**src/rtl/proc_pkg.sv**
```systemverilog
// Shared processor constants for the operand-fetch stage.
//   DEF_WIDTH : default operand width in bits
//   DEF_NCH   : default number of operand channels
//   DEF_AW    : default register address width
//   WORD_ZERO : reset value for an operand word
package proc_pkg;

  localparam int unsigned DEF_WIDTH = 16;
  localparam int unsigned DEF_NCH   = 2;
  localparam int unsigned DEF_AW    = 3;

  localparam logic [DEF_WIDTH-1:0] WORD_ZERO = '0;

endpackage

```
**src/rtl/operand_latch_if.sv**
```systemverilog
// Bus between the register file / writeback path and the operand latch.
//   master : drives p3/stall/flush/consume, register reads, immediate and
//            writeback; receives data_to_ALU, valid, fwd_hit
//   slave  : the operand latch itself
interface operand_latch_if
  import proc_pkg::*;
#(
  parameter int unsigned WIDTH = DEF_WIDTH,
  parameter int unsigned NCH   = DEF_NCH,
  parameter int unsigned AW    = DEF_AW
);

  logic                 p3;
  logic                 stall;
  logic                 flush;
  logic                 consume;
  logic [NCH*AW-1:0]    rs_addr;
  logic [NCH*WIDTH-1:0] rf_data;
  logic [NCH-1:0]       imm_sel;
  logic [WIDTH-1:0]     imm;
  logic                 wb_en;
  logic [AW-1:0]        wb_addr;
  logic [WIDTH-1:0]     wb_data;
  logic [NCH*WIDTH-1:0] data_to_ALU;
  logic [NCH-1:0]       valid;
  logic [NCH-1:0]       fwd_hit;

  modport master (
    output p3, stall, flush, consume, rs_addr, rf_data, imm_sel, imm,
           wb_en, wb_addr, wb_data,
    input  data_to_ALU, valid, fwd_hit
  );

  modport slave (
    input  p3, stall, flush, consume, rs_addr, rf_data, imm_sel, imm,
           wb_en, wb_addr, wb_data,
    output data_to_ALU, valid, fwd_hit
  );

endinterface

```
**src/rtl/operand_channel.sv**
```systemverilog
// One operand channel: holds data/tag/is_reg/valid/fwd_hit, loads on capture
// (immediate, register read or same-cycle writeback bypass) and snoops later
// writebacks to the held register while the operand is still valid.
//   clock, reset        : clock, async active-high reset
//   p3, stall, flush    : capture request, capture block, invalidate
//   consume             : ALU took the operand, clears valid
//   rs_addr, rf_data    : this channel's source index and register read data
//   imm_sel, imm        : select the shared immediate instead of a register
//   wb_en/addr/data     : writeback port, used for bypass and snoop
//   data, valid, fwd_hit: registered channel outputs
module operand_channel
  import proc_pkg::*;
#(
  parameter int unsigned WIDTH = DEF_WIDTH,
  parameter int unsigned AW    = DEF_AW
) (
  input  logic             clock,
  input  logic             reset,
  input  logic             p3,
  input  logic             stall,
  input  logic             flush,
  input  logic             consume,
  input  logic [AW-1:0]    rs_addr,
  input  logic [WIDTH-1:0] rf_data,
  input  logic             imm_sel,
  input  logic [WIDTH-1:0] imm,
  input  logic             wb_en,
  input  logic [AW-1:0]    wb_addr,
  input  logic [WIDTH-1:0] wb_data,
  output logic [WIDTH-1:0] data,
  output logic             valid,
  output logic             fwd_hit
);

  localparam logic [WIDTH-1:0] DATA_RST = WIDTH'(WORD_ZERO);

  logic [AW-1:0]    tag;
  logic             is_reg;

  logic [WIDTH-1:0] data_n;
  logic [AW-1:0]    tag_n;
  logic             is_reg_n;
  logic             valid_n;
  logic             fwd_hit_n;

  logic capture;
  logic bypass;
  logic snoop;

  assign capture = p3 & ~stall & ~flush;
  // Register 0 is an ordinary index here; matching is on the raw address.
  assign bypass  = wb_en & (wb_addr == rs_addr);
  assign snoop   = valid & is_reg & wb_en & (wb_addr == tag);

  always_comb begin
    data_n    = data;
    tag_n     = tag;
    is_reg_n  = is_reg;
    valid_n   = valid;
    fwd_hit_n = fwd_hit;

    if (flush) begin
      valid_n  = 1'b0;
      is_reg_n = 1'b0;
    end else if (capture) begin
      valid_n = 1'b1;
      if (imm_sel) begin
        data_n    = imm;
        is_reg_n  = 1'b0;
        fwd_hit_n = 1'b0;
      end else begin
        tag_n    = rs_addr;
        is_reg_n = 1'b1;
        if (bypass) begin
          data_n    = wb_data;
          fwd_hit_n = 1'b1;
        end else begin
          data_n    = rf_data;
          fwd_hit_n = 1'b0;
        end
      end
    end else begin
      // Snoop and consume are independent: a snooped value still lands
      // even when the ALU consumes on the same edge.
      if (snoop) begin
        data_n    = wb_data;
        fwd_hit_n = 1'b1;
      end
      if (consume) begin
        valid_n = 1'b0;
      end
    end
  end

  always_ff @(posedge clock or posedge reset) begin
    if (reset) begin
      data    <= DATA_RST;
      tag     <= '0;
      is_reg  <= 1'b0;
      valid   <= 1'b0;
      fwd_hit <= 1'b0;
    end else begin
      data    <= data_n;
      tag     <= tag_n;
      is_reg  <= is_reg_n;
      valid   <= valid_n;
      fwd_hit <= fwd_hit_n;
    end
  end

endmodule

```
**src/rtl/operand_latch.sv**
```systemverilog
// Multi-channel operand latch feeding the ALU during the p3 operand-fetch
// phase. Instantiates NCH operand_channel blocks, fans out the shared
// control and writeback signals and flattens the per-channel outputs.
//   clock, reset : clock, async active-high reset
//   bus          : operand_latch_if slave (controls, register reads,
//                  immediate, writeback in; data_to_ALU/valid/fwd_hit out)
module operand_latch
  import proc_pkg::*;
#(
  parameter int unsigned WIDTH = DEF_WIDTH,
  parameter int unsigned NCH   = DEF_NCH,
  parameter int unsigned AW    = DEF_AW
) (
  input logic             clock,
  input logic             reset,
  operand_latch_if.slave  bus
);

  logic [NCH-1:0][WIDTH-1:0] ch_data;
  logic [NCH-1:0]            ch_valid;
  logic [NCH-1:0]            ch_fwd_hit;

  for (genvar i = 0; i < NCH; i++) begin : g_ch
    operand_channel #(
      .WIDTH (WIDTH),
      .AW    (AW)
    ) u_channel (
      .clock   (clock),
      .reset   (reset),
      .p3      (bus.p3),
      .stall   (bus.stall),
      .flush   (bus.flush),
      .consume (bus.consume),
      .rs_addr (bus.rs_addr[i*AW +: AW]),
      .rf_data (bus.rf_data[i*WIDTH +: WIDTH]),
      .imm_sel (bus.imm_sel[i]),
      .imm     (bus.imm),
      .wb_en   (bus.wb_en),
      .wb_addr (bus.wb_addr),
      .wb_data (bus.wb_data),
      .data    (ch_data[i]),
      .valid   (ch_valid[i]),
      .fwd_hit (ch_fwd_hit[i])
    );
  end

  assign bus.data_to_ALU = ch_data;
  assign bus.valid       = ch_valid;
  assign bus.fwd_hit     = ch_fwd_hit;

endmodule

```
**src/flat_wrapper.sv**
```systemverilog
// flat-port wrapper written by rule: the top's interface ports become plain ports
module operand_latch_flat import proc_pkg::*;
#(
  parameter int unsigned WIDTH = DEF_WIDTH,
  parameter int unsigned NCH   = DEF_NCH,
  parameter int unsigned AW    = DEF_AW
)
  (clock, reset, bus_p3, bus_stall, bus_flush, bus_consume, bus_rs_addr, bus_rf_data, bus_imm_sel, bus_imm, bus_wb_en, bus_wb_addr, bus_wb_data, bus_data_to_ALU, bus_valid, bus_fwd_hit);
  operand_latch_if #(.WIDTH(WIDTH), .NCH(NCH), .AW(AW)) bus_i ();
  input logic clock;
  input logic reset;
  input wire logic [$bits(bus_i.p3)-1:0] bus_p3;
  input wire logic [$bits(bus_i.stall)-1:0] bus_stall;
  input wire logic [$bits(bus_i.flush)-1:0] bus_flush;
  input wire logic [$bits(bus_i.consume)-1:0] bus_consume;
  input wire logic [$bits(bus_i.rs_addr)-1:0] bus_rs_addr;
  input wire logic [$bits(bus_i.rf_data)-1:0] bus_rf_data;
  input wire logic [$bits(bus_i.imm_sel)-1:0] bus_imm_sel;
  input wire logic [$bits(bus_i.imm)-1:0] bus_imm;
  input wire logic [$bits(bus_i.wb_en)-1:0] bus_wb_en;
  input wire logic [$bits(bus_i.wb_addr)-1:0] bus_wb_addr;
  input wire logic [$bits(bus_i.wb_data)-1:0] bus_wb_data;
  output wire logic [$bits(bus_i.data_to_ALU)-1:0] bus_data_to_ALU;
  output wire logic [$bits(bus_i.valid)-1:0] bus_valid;
  output wire logic [$bits(bus_i.fwd_hit)-1:0] bus_fwd_hit;
  assign bus_i.p3 = bus_p3;
  assign bus_i.stall = bus_stall;
  assign bus_i.flush = bus_flush;
  assign bus_i.consume = bus_consume;
  assign bus_i.rs_addr = bus_rs_addr;
  assign bus_i.rf_data = bus_rf_data;
  assign bus_i.imm_sel = bus_imm_sel;
  assign bus_i.imm = bus_imm;
  assign bus_i.wb_en = bus_wb_en;
  assign bus_i.wb_addr = bus_wb_addr;
  assign bus_i.wb_data = bus_wb_data;
  assign bus_data_to_ALU = bus_i.data_to_ALU;
  assign bus_valid = bus_i.valid;
  assign bus_fwd_hit = bus_i.fwd_hit;
  operand_latch #(.WIDTH(WIDTH), .NCH(NCH), .AW(AW)) u_core (.clock(clock), .reset(reset), .bus(bus_i));
endmodule
```
**config.mk**
```make
export PLATFORM = sky130hd
export DESIGN_NAME = operand_latch_flat
export DESIGN_NICKNAME = d
export VERILOG_FILES = /design/src/rtl/proc_pkg.sv /design/src/rtl/operand_latch_if.sv /design/src/rtl/operand_channel.sv /design/src/rtl/operand_latch.sv /design/src/flat_wrapper.sv
export SDC_FILE = /design/constraint.sdc
export NUM_CORES = 1
export LEC_CHECK = 0
export CORE_MARGIN = 1.5
export CORE_UTILIZATION = 35
export CTS_BUF_LIST = sky130_fd_sc_hd__clkbuf_16
export DETAILED_ROUTE_END_ITERATION = 6
export PLACE_DENSITY = 0.69
export SETUP_SLACK_MARGIN = 0.1
export SYNTH_ARGS = -nofsm -noshare
export SYNTH_HDL_FRONTEND = slang
export SYNTH_SLANG_ARGS = --single-unit
```
**constraint.sdc**
```tcl
create_clock -name clock -period 3.5 [get_ports clock]
set_clock_uncertainty 0.15 [all_clocks]
set_input_delay 0.35 -clock clock [delete_from_list [all_inputs] [get_ports clock]]
set_output_delay 0.35 -clock clock [all_outputs]
set_load 0.02 [all_outputs]
```
After elaboration in Yosys (flattened, before gate mapping)
Index checks and enable logic that the tools add are counted.
{ "classes": {"div_mod_pow": 0, "n_eq_ne": 4, "muxes": 25, "multipliers": 0, "reduce_logical": 8, "bitwise": 14, "n_lt_le_gt_ge": 0, "shifts": 0, "n_addsub": 0} }
{ "ops": {"columns": ["cell", "count"], "rows": [
  ["$mux W16", 8],
  ["$mux W1", 17],
  ["$eq A3 B3 Y1", 4],
  ["$and A1 B1 Y1", 10],
  ["$reduce_and A3 Y1", 2],
  ["$reduce_bool A2 Y1", 3],
  ["$not A1 Y1", 4],
  ["$reduce_and A2 Y1", 2],
  ["$reduce_bool A3 Y1", 1]
]} }
{ "word_totals": {"regBits": 43, "wordCells": 60, "memories": 0, "mem_bits_rw": 0, "output_inout_bits": 36, "latch_bits": 0, "romBits": 0} }

Depth between registers and ports, before layout
Gate-level depths: netlist of the first run.
{ "depth": {"word_depth": 5, "depth_mapped": 6} }

Cells and area by module
From an unflattened synthesis of the first run, not the netlist that was laid out.
{ "hier_totals": {"cells_unflattened": 276, "hier_area_um2": 2742.6} }
{ "by_module_without_submodules": {"columns": ["module", "seq_area_each_um2", "cells_per_inst", "n_inst", "area_per_inst_um2"], "rows": [
  ["operand_channel", 550.5, 138, 2, 1371.3]
]} }

Worst setup path before layout of the first run
Ideal clock, no wire load.
{ "synth_path": {"kind": "input -> register", "startpoint": "input port bus_wb_addr[2]", "endpoint": "register u_core.g_ch[1].u_channel.data[0]", "t_required_ps": 3210, "setup_time_ps": 140, "t_arrival_ps": 1516, "path_buffers": 2, "setup_slack_ps": 1694, "stages": 6, "path_cell_list": "xor2_1 -> or4b_1 -> buf_2 -> buf_6 -> nor3_2 -> o32ai_1"} }
{ "synth_via": {"elab_chain_len": 5, "word_cells_on_any_way": 9, "cone_classes": "eq/ne: 2; mux: 3; bitwise: 2; reduce/logical: 2"} }
{ "synth_rtl": {"columns": ["item", "line_no", "rtl"], "rows": [
  ["start: declaration", "flat_wrapper.sv:21", "input wire logic [$bits(bus_i.wb_addr)-1:0] bus_wb_addr;"],
  ["$eq A3 B3 Y1", "operand_channel.sv:52", "assign bypass = wb_en & (wb_addr == rs_addr);"],
  ["$and A1 B1 Y1", "operand_channel.sv:52", null],
  ["$mux W16", "operand_channel.sv:74", "if (bypass) begin"],
  ["$mux W16", "operand_channel.sv:67", "if (imm_sel) begin"],
  ["$mux W16", "operand_channel.sv:65", "end else if (capture) begin"],
  ["end signal: assignment", "operand_channel.sv:103", "data <= data_n;"],
  ["end: declaration", "operand_channel.sv:30", "output logic [WIDTH-1:0] data,"]
]} }
Parallel ways exist; a longest one is shown, timed or not.
A chain may end at the register's enable or synchronous reset.

Worst setup path after layout of the first run
{ "layout_path": {"startpoint": "input port bus_flush", "endpoint": "register u_core.g_ch[0].u_channel.data[8]"} }
{ "layout_via": {"elab_chain_len": 4, "word_cells_on_any_way": 5, "cone_classes": "mux: 1; bitwise: 2; reduce/logical: 2"} }
{ "layout_rtl": {"columns": ["item", "line_no", "rtl"], "rows": [
  ["start: declaration", "flat_wrapper.sv:14", "input wire logic [$bits(bus_i.flush)-1:0] bus_flush;"],
  ["$not A1 Y1 (no source line) (*)", null, null],
  ["$and A1 B1 Y1", "operand_channel.sv:50", "assign capture = p3 & ~stall & ~flush;"],
  ["$reduce_bool A2 Y1 (no source line)", null, null],
  ["$reduce_and A2 Y1 (no source line)", null, null],
  ["end signal: assignment", "operand_channel.sv:103", null],
  ["end: declaration", "operand_channel.sv:30", null]
]} }
Mark *: on every way between the ends. The rest lies on a longest branch, timed or not.

==> results of run 1 <==
metal layers:
layer / GRT usage (%) / routed length [um] / part of all wire [%] / vias up
li1: - / - / - / 1235
met1: 29.6 / 4060 / 45 / 1317
met2: 36.6 / 4370 / 48 / 102
met3: 3.38 / 445 / 4.9 / 10
met4: 5.56 / 144 / 1.6 / 0
met5: 0 / 0 / 0 / -
logic make-up after synthesis:
| logic type | after synthesis | synth area share (%) |
|---|---|---|
| compound gates | 84 | 21.4 |
| simple gates | 74 | 18.9 |
| flops | 43 | 40.9 |
| mux | 22 | 8.65 |
| buf+inv | 31 | 6.18 |
| xor+xnor | 12 | 3.99 |
stage by stage:
stage / setup slack [ns] / power (mW) / area [sq um]
CTS: 1.01 / 1.66 / 3970
detailed placement: 0.724 / 1.21 / 3840
global route: 0.866 / 1.72 / 3970
floorplan: 1.69 / 0.910 / 2630
global placement: 0.773 / 1.21 / 3840
finish: 0.987 / 1.65 / 3970
power by group through the flow:
stage / clock network (mW) / registers, mW / logic [mW]
2_1_floorplan: 0 / 0.721 / 0.189
3_3_place_gp: 0 / 0.649 / 0.560
3_5_place_dp: 0 / 0.649 / 0.566
4_1_cts: 0.449 / 0.641 / 0.569
5_1_grt: 0.466 / 0.652 / 0.602
6_report: 0.446 / 0.642 / 0.566
worst paths after layout:
kind,from,to,slack (ns),cells after the start
max,bus_flush,u_core.g_ch[0].u_channel.data[8],0.99,6
min,u_core.g_ch[0].u_channel.tag[0],u_core.g_ch[0].u_channel.tag[0],0.38,1
max reg2reg,u_core.g_ch[0].u_channel.valid,u_core.g_ch[0].u_channel.data[8],1.29,5
min reg2reg,u_core.g_ch[0].u_channel.tag[0],u_core.g_ch[0].u_channel.tag[0],0.38,1
max in group asynchronous,reset,u_core.g_ch[1].u_channel.data[14],2.19,2
min in group asynchronous,reset,u_core.g_ch[1].u_channel.data[3],0.43,2
Yosys cell counts (all sizes together):
| cell type | instances | share of area [%] |
|---|---|---|
| and3 | 1 | 0.24 |
| mux2 | 6 | 2.6 |
| a21oi | 3 | 0.57 |
| mux2i | 16 | 6.1 |
| xnor2 | 3 | 1.0 |
| nor4b | 1 | 0.90 |
| nor4 | 2 | 1.0 |
| buf | 17 | 4.2 |
| or3b | 2 | 0.67 |
| inv | 2 | 0.29 |
| or2 | 1 | 0.24 |
| o21ai | 33 | 6.3 |
| nor2 | 6 | 1.1 |
| nor3b | 1 | 0.48 |
| a32oi | 15 | 5.0 |
| o22a | 1 | 0.33 |
| nand2b | 2 | 0.48 |
| nand4 | 1 | 0.24 |
| or4b | 1 | 0.38 |
| o32ai | 16 | 5.3 |
| and2 | 1 | 0.24 |
| nor3 | 48 | 11 |
| clkbuf | 12 | 1.7 |
| a41oi | 1 | 0.33 |
| dfrtp | 43 | 41 |
| nor2b | 1 | 0.24 |
| a31oi | 15 | 3.6 |
| nand4b | 3 | 1.0 |
| nand2 | 2 | 0.29 |
| and4 | 1 | 0.33 |
| xor2 | 9 | 3.0 |
critical path, stage by stage:
cell             delay (ns)
clkdlybuf4s50_1        0.54
nand4b_1               0.29
nor4_4                 0.30
buf_4                  0.26
or2_1                  0.53
a41oi_1                0.20
cell type report:
cell class / count / share of cell area, %
repair buffers: 124 / 30.8
multi-input cells: 192 / 35.4
flip-flops and latches: 43 / 27.1
clock inverters: 3 / 0.283
well taps: 99 / 3.12
inverters: 2 / 0.189
clock buffers: 5 / 3.15
==> results.cfg, run 1 <==
[clocking]
cts.sinks = 43
cts_tree = yes
numCtsBuffers = 5
clk_pin_slew_ns = 0.06
cts_resized = 0
cts_setup_buffers = 0
clk_path_buf_depth = 2
clk_latency_ns = 0.29
holdBufCountCts = 0
clock-root-buffer = clkbuf_16
h-tree-depth = 2

[routing]
wl_per_cell_um = 19.3
drt_iter0_markers = 174
vias = 2664
avgViaCountPerCell = 5.69
dr.pass1.iters = 5
route.detailed.drc = 0
wl_mm = 9.02
antenna_left = 0

[global_route]
gr-usage-all-layers_pct = 21.9
grt_pass1_vias = 2691
antenna_found_initial = 0
grt_max_degree = 44
globalRouteOverflowTotal = 0
grt_pass1_wl_mm = 14.2

[final_layout]
multi_input_area_sq_um = 1410
nets = 450
final_common_cell = clkdlybuf4s50_1
area_growth_pct = 51.0
finalNonFillerCells = 468
area.sequential_sq_um = 1080
diodes = 0
largest_reg_flops = 32
final_cell_mix = 117 x clkdlybuf4s50_1, 43 x dfrtp_1, 38 x nor3_1, 33 x o21ai_0
regMostFlops = u_core.g_ch.u_channel.data
fin_util_pct = 54.8
largest_registers = u_core.g_ch.u_channel.data x32, u_core.g_ch.u_channel.tag x6
drive_above_1_share_pct = 9.76
fill_cells = 674

[sta]
final_hold_viol_count = 0
layout_min_cycle_time_ns = 2.51
setup-violations-final = 0
min_period_over_period_pct = 71.8
worstMarginPinSlew_ns = 0.913
max_slew_margin_pct = 39.0
finalMaxSlewViolations = 0
fin_setup_tns_ns = 0
whs_ns = 0.382
max_freq_mhz = 398
rsz0062_at_grt = false

[power]
p_leak_nw = 1.40
ir_drop_v = 0.000191
pwr-share-clk_pct = 26.9
p_seq_share_pct = 38.8
combPwrFrac_pct = 34.2
p_sw_share_pct = 31.4
intPower_mw = 1.13
p_per_area_nw_per_um2 = 416
power_switching_mw = 0.519

[die]
die_w_um = 89.7
ios = 118
num_rows = 31
fp.dieArea_sq_um = 8050
fp.dieH_um = 89.7
coreArea_sq_um = 7250
start_util_pct = 36.3

[setup_path]
end_kind = flop
arrival_ns = 2.49
crit_type = input port to flop
critPathRequiredTime_ns = 3.48
start_kind = input port
cp_max_fo = 17

[run_status]
outcome = finished clean

[yosys]
syn_area_per_cell_sq_um = 9.90
ys_types = 37
synth_nets = 348
yosys_warnings = 0
synth.cell_area_sq_um = 2630
ys_seq_area_share_pct = 40.9
synth-seq-cells = 43
syn-instance-count = 266

[job]
max_cap_violations = 0

[place]
dp_hpwl_mm = 6.21
dp_cells = 460
port_buffers = 117
routabilityCongestion = 0.825

[min_path]
hp-class = flop to flop
No activity file was read; power rests on OpenSTA's default activity.
==> inputs of run 2 (changes only) <==
Clock period 3.5 ns to 2.4 ns, I/O delays scaled along.
==> results.cfg, run 2 (same netlist as run 1, synthesis figures left out) <==
[routing]
wl_mm = 9.15
drt_iter0_markers = 195
dr.pass1.iters = 4
wl_per_cell_um = 18.7
avgViaCountPerCell = 5.67
vias = 2766
antenna_left = 0
route.detailed.drc = 0

[global_route]
globalRouteOverflowTotal = 0
grtUsageMet2_pct = 39.6
grt_util_met3_pct = 4.74
gr-usage-met1_pct = 29.9
grt_max_degree = 30
antenna_found_initial = 0
grt_pass1_wl_mm = 15.0
grt_pass1_vias = 2820
gr-usage-all-layers_pct = 23.3
top_usage_layer = met2

[setup_path]
path_cells = clkdlybuf4s50_1, buf_4, xor2_1, nor4_2, buf_12, mux2i_1, o32ai_1
arrival_ns = 2.04
critPathRequiredTime_ns = 2.41
crit_type = input port to flop
crit_buf_inv = 3
cp_max_fo = 17
critical-path-slowest-cell = clkdlybuf4s50_1
cpLargestDelayFamily = buffers and inverters
cp_slowest_stage_delay_ns = 0.44
end_kind = flop
start_kind = input port

[die]
ios = 118
die_w_um = 89.7
coreArea_sq_um = 7250
start_util_pct = 36.3
fp.dieH_um = 89.7
fp.dieArea_sq_um = 8050
num_rows = 31

[clocking]
h-tree-depth = 2
clock-root-buffer = clkbuf_16
numCtsBuffers = 5
cts_setup_buffers = 0
cts.sinks = 43
holdBufCountCts = 0
cts_tree = yes
clk_latency_ns = 0.28
clk_path_buf_depth = 2
clk_pin_slew_ns = 0.06
cts_resized = 0

[sta]
min_period_over_period_pct = 84.5
finalMaxSlewViolations = 0
setup_ws_ns = 0.372
fin_setup_tns_ns = 0
layout_min_cycle_time_ns = 2.03
max_freq_mhz = 493
max_slew_margin_pct = 65.9
final_hold_viol_count = 0
whs_ns = 0.143
rsz0062_at_grt = false
worstMarginPinSlew_ns = 0.510
setup-violations-final = 0

[final_layout]
final_cell_mix = 117 x clkdlybuf4s50_1, 43 x dfrtp_1, 38 x nor3_1, 33 x o21ai_0, 23 x buf_4
largest_reg_flops = 32
final_common_cell = clkdlybuf4s50_1
nets = 470
diodes = 0
largest_registers = u_core.g_ch.u_channel.data x32, u_core.g_ch.u_channel.tag x6
area_growth_pct = 58.6
drive_above_1_share_pct = 14.7
fill_cells = 649
regMostFlops = u_core.g_ch.u_channel.data
area.sequential_sq_um = 1080
multi_input_area_sq_um = 1410

[place]
routabilityCongestion = 0.879
dp_slack_ns = 0.113
dp_hpwl_mm = 6.78
port_buffers = 117

[power]
p_per_area_nw_per_um2 = 582
ir_drop_v = 0.000346
p_leak_nw = 1.51

[min_path]
hp-class = input port to asynchronous set/reset pin

[job]
max_cap_violations = 0

[run_status]
outcome = finished clean
[run 2: final cells by class]
| type | instances | area share, % |
|---|---|---|
| clock buffers | 5 | 3.00 |
| clock inverters | 3 | 0.300 |
| inverters | 2 | 0.180 |
| multi-input cells | 192 | 33.7 |
| flip-flops and latches | 43 | 25.8 |
| well taps | 99 | 2.97 |
| repair buffers | 144 | 34.1 |
[run 2: worst reg2reg max path, cell delays in order (launching register included)]
cell	delay (ns)
dfrtp_1	0.42
nand4b_1	0.15
nor4_2	0.47
buf_12	0.24
mux2i_1	0.25
o32ai_1	0.11
[run 2: power by group]
part / internal [mW] / total (mW) / leakage (nW) / switching (mW)
Combinational: 0.449 / 0.851 / 0.924 / 0.403
Clock: 0.376 / 0.643 / 0.0762 / 0.267
Sequential: 0.852 / 0.935 / 0.513 / 0.0822
Total: 1.68 / 2.43 / 1.51 / 0.752
[run 2: final timing paths]
kind                                                   from                          endpoint  slack, ns  depth (start not counted)
max                                          bus_wb_addr[2]  u_core.g_ch[1].u_channel.data[3]       0.37                          7
max in group asynchronous                             reset  u_core.g_ch[0].u_channel.data[4]       1.26                          3
min reg2reg                u_core.g_ch[0].u_channel.fwd_hit  u_core.g_ch[0].u_channel.fwd_hit       0.35                          1
max reg2reg                  u_core.g_ch[0].u_channel.valid  u_core.g_ch[1].u_channel.data[3]       0.50                          5
min                                                   reset  u_core.g_ch[0].u_channel.fwd_hit       0.14                          2
min in group clock         u_core.g_ch[0].u_channel.fwd_hit  u_core.g_ch[0].u_channel.fwd_hit       0.35                          1
[run 2: layer usage]
| metal | part of all wire (%) | wire length (um) |
|---|---|---|
| met3 | 7.7 | 704 |
| met2 | 50 | 4600 |
| met5 | 0 | 0 |
| met1 | 40 | 3650 |
| met4 | 2.1 | 191 |
[run 2: per-stage QoR]
stage | area [sq um] | total power [mW] | util (%) | instances
floorplan | 2630 | 1.33 | - | 266
global placement | 4040 | 1.78 | 55.7 | 480
detailed placement | 4040 | 1.80 | 55.7 | 480
CTS | 4180 | 2.44 | 57.6 | 488
global route | 4180 | 2.55 | 57.6 | 488
finish | 4180 | 2.43 | 57.6 | 488
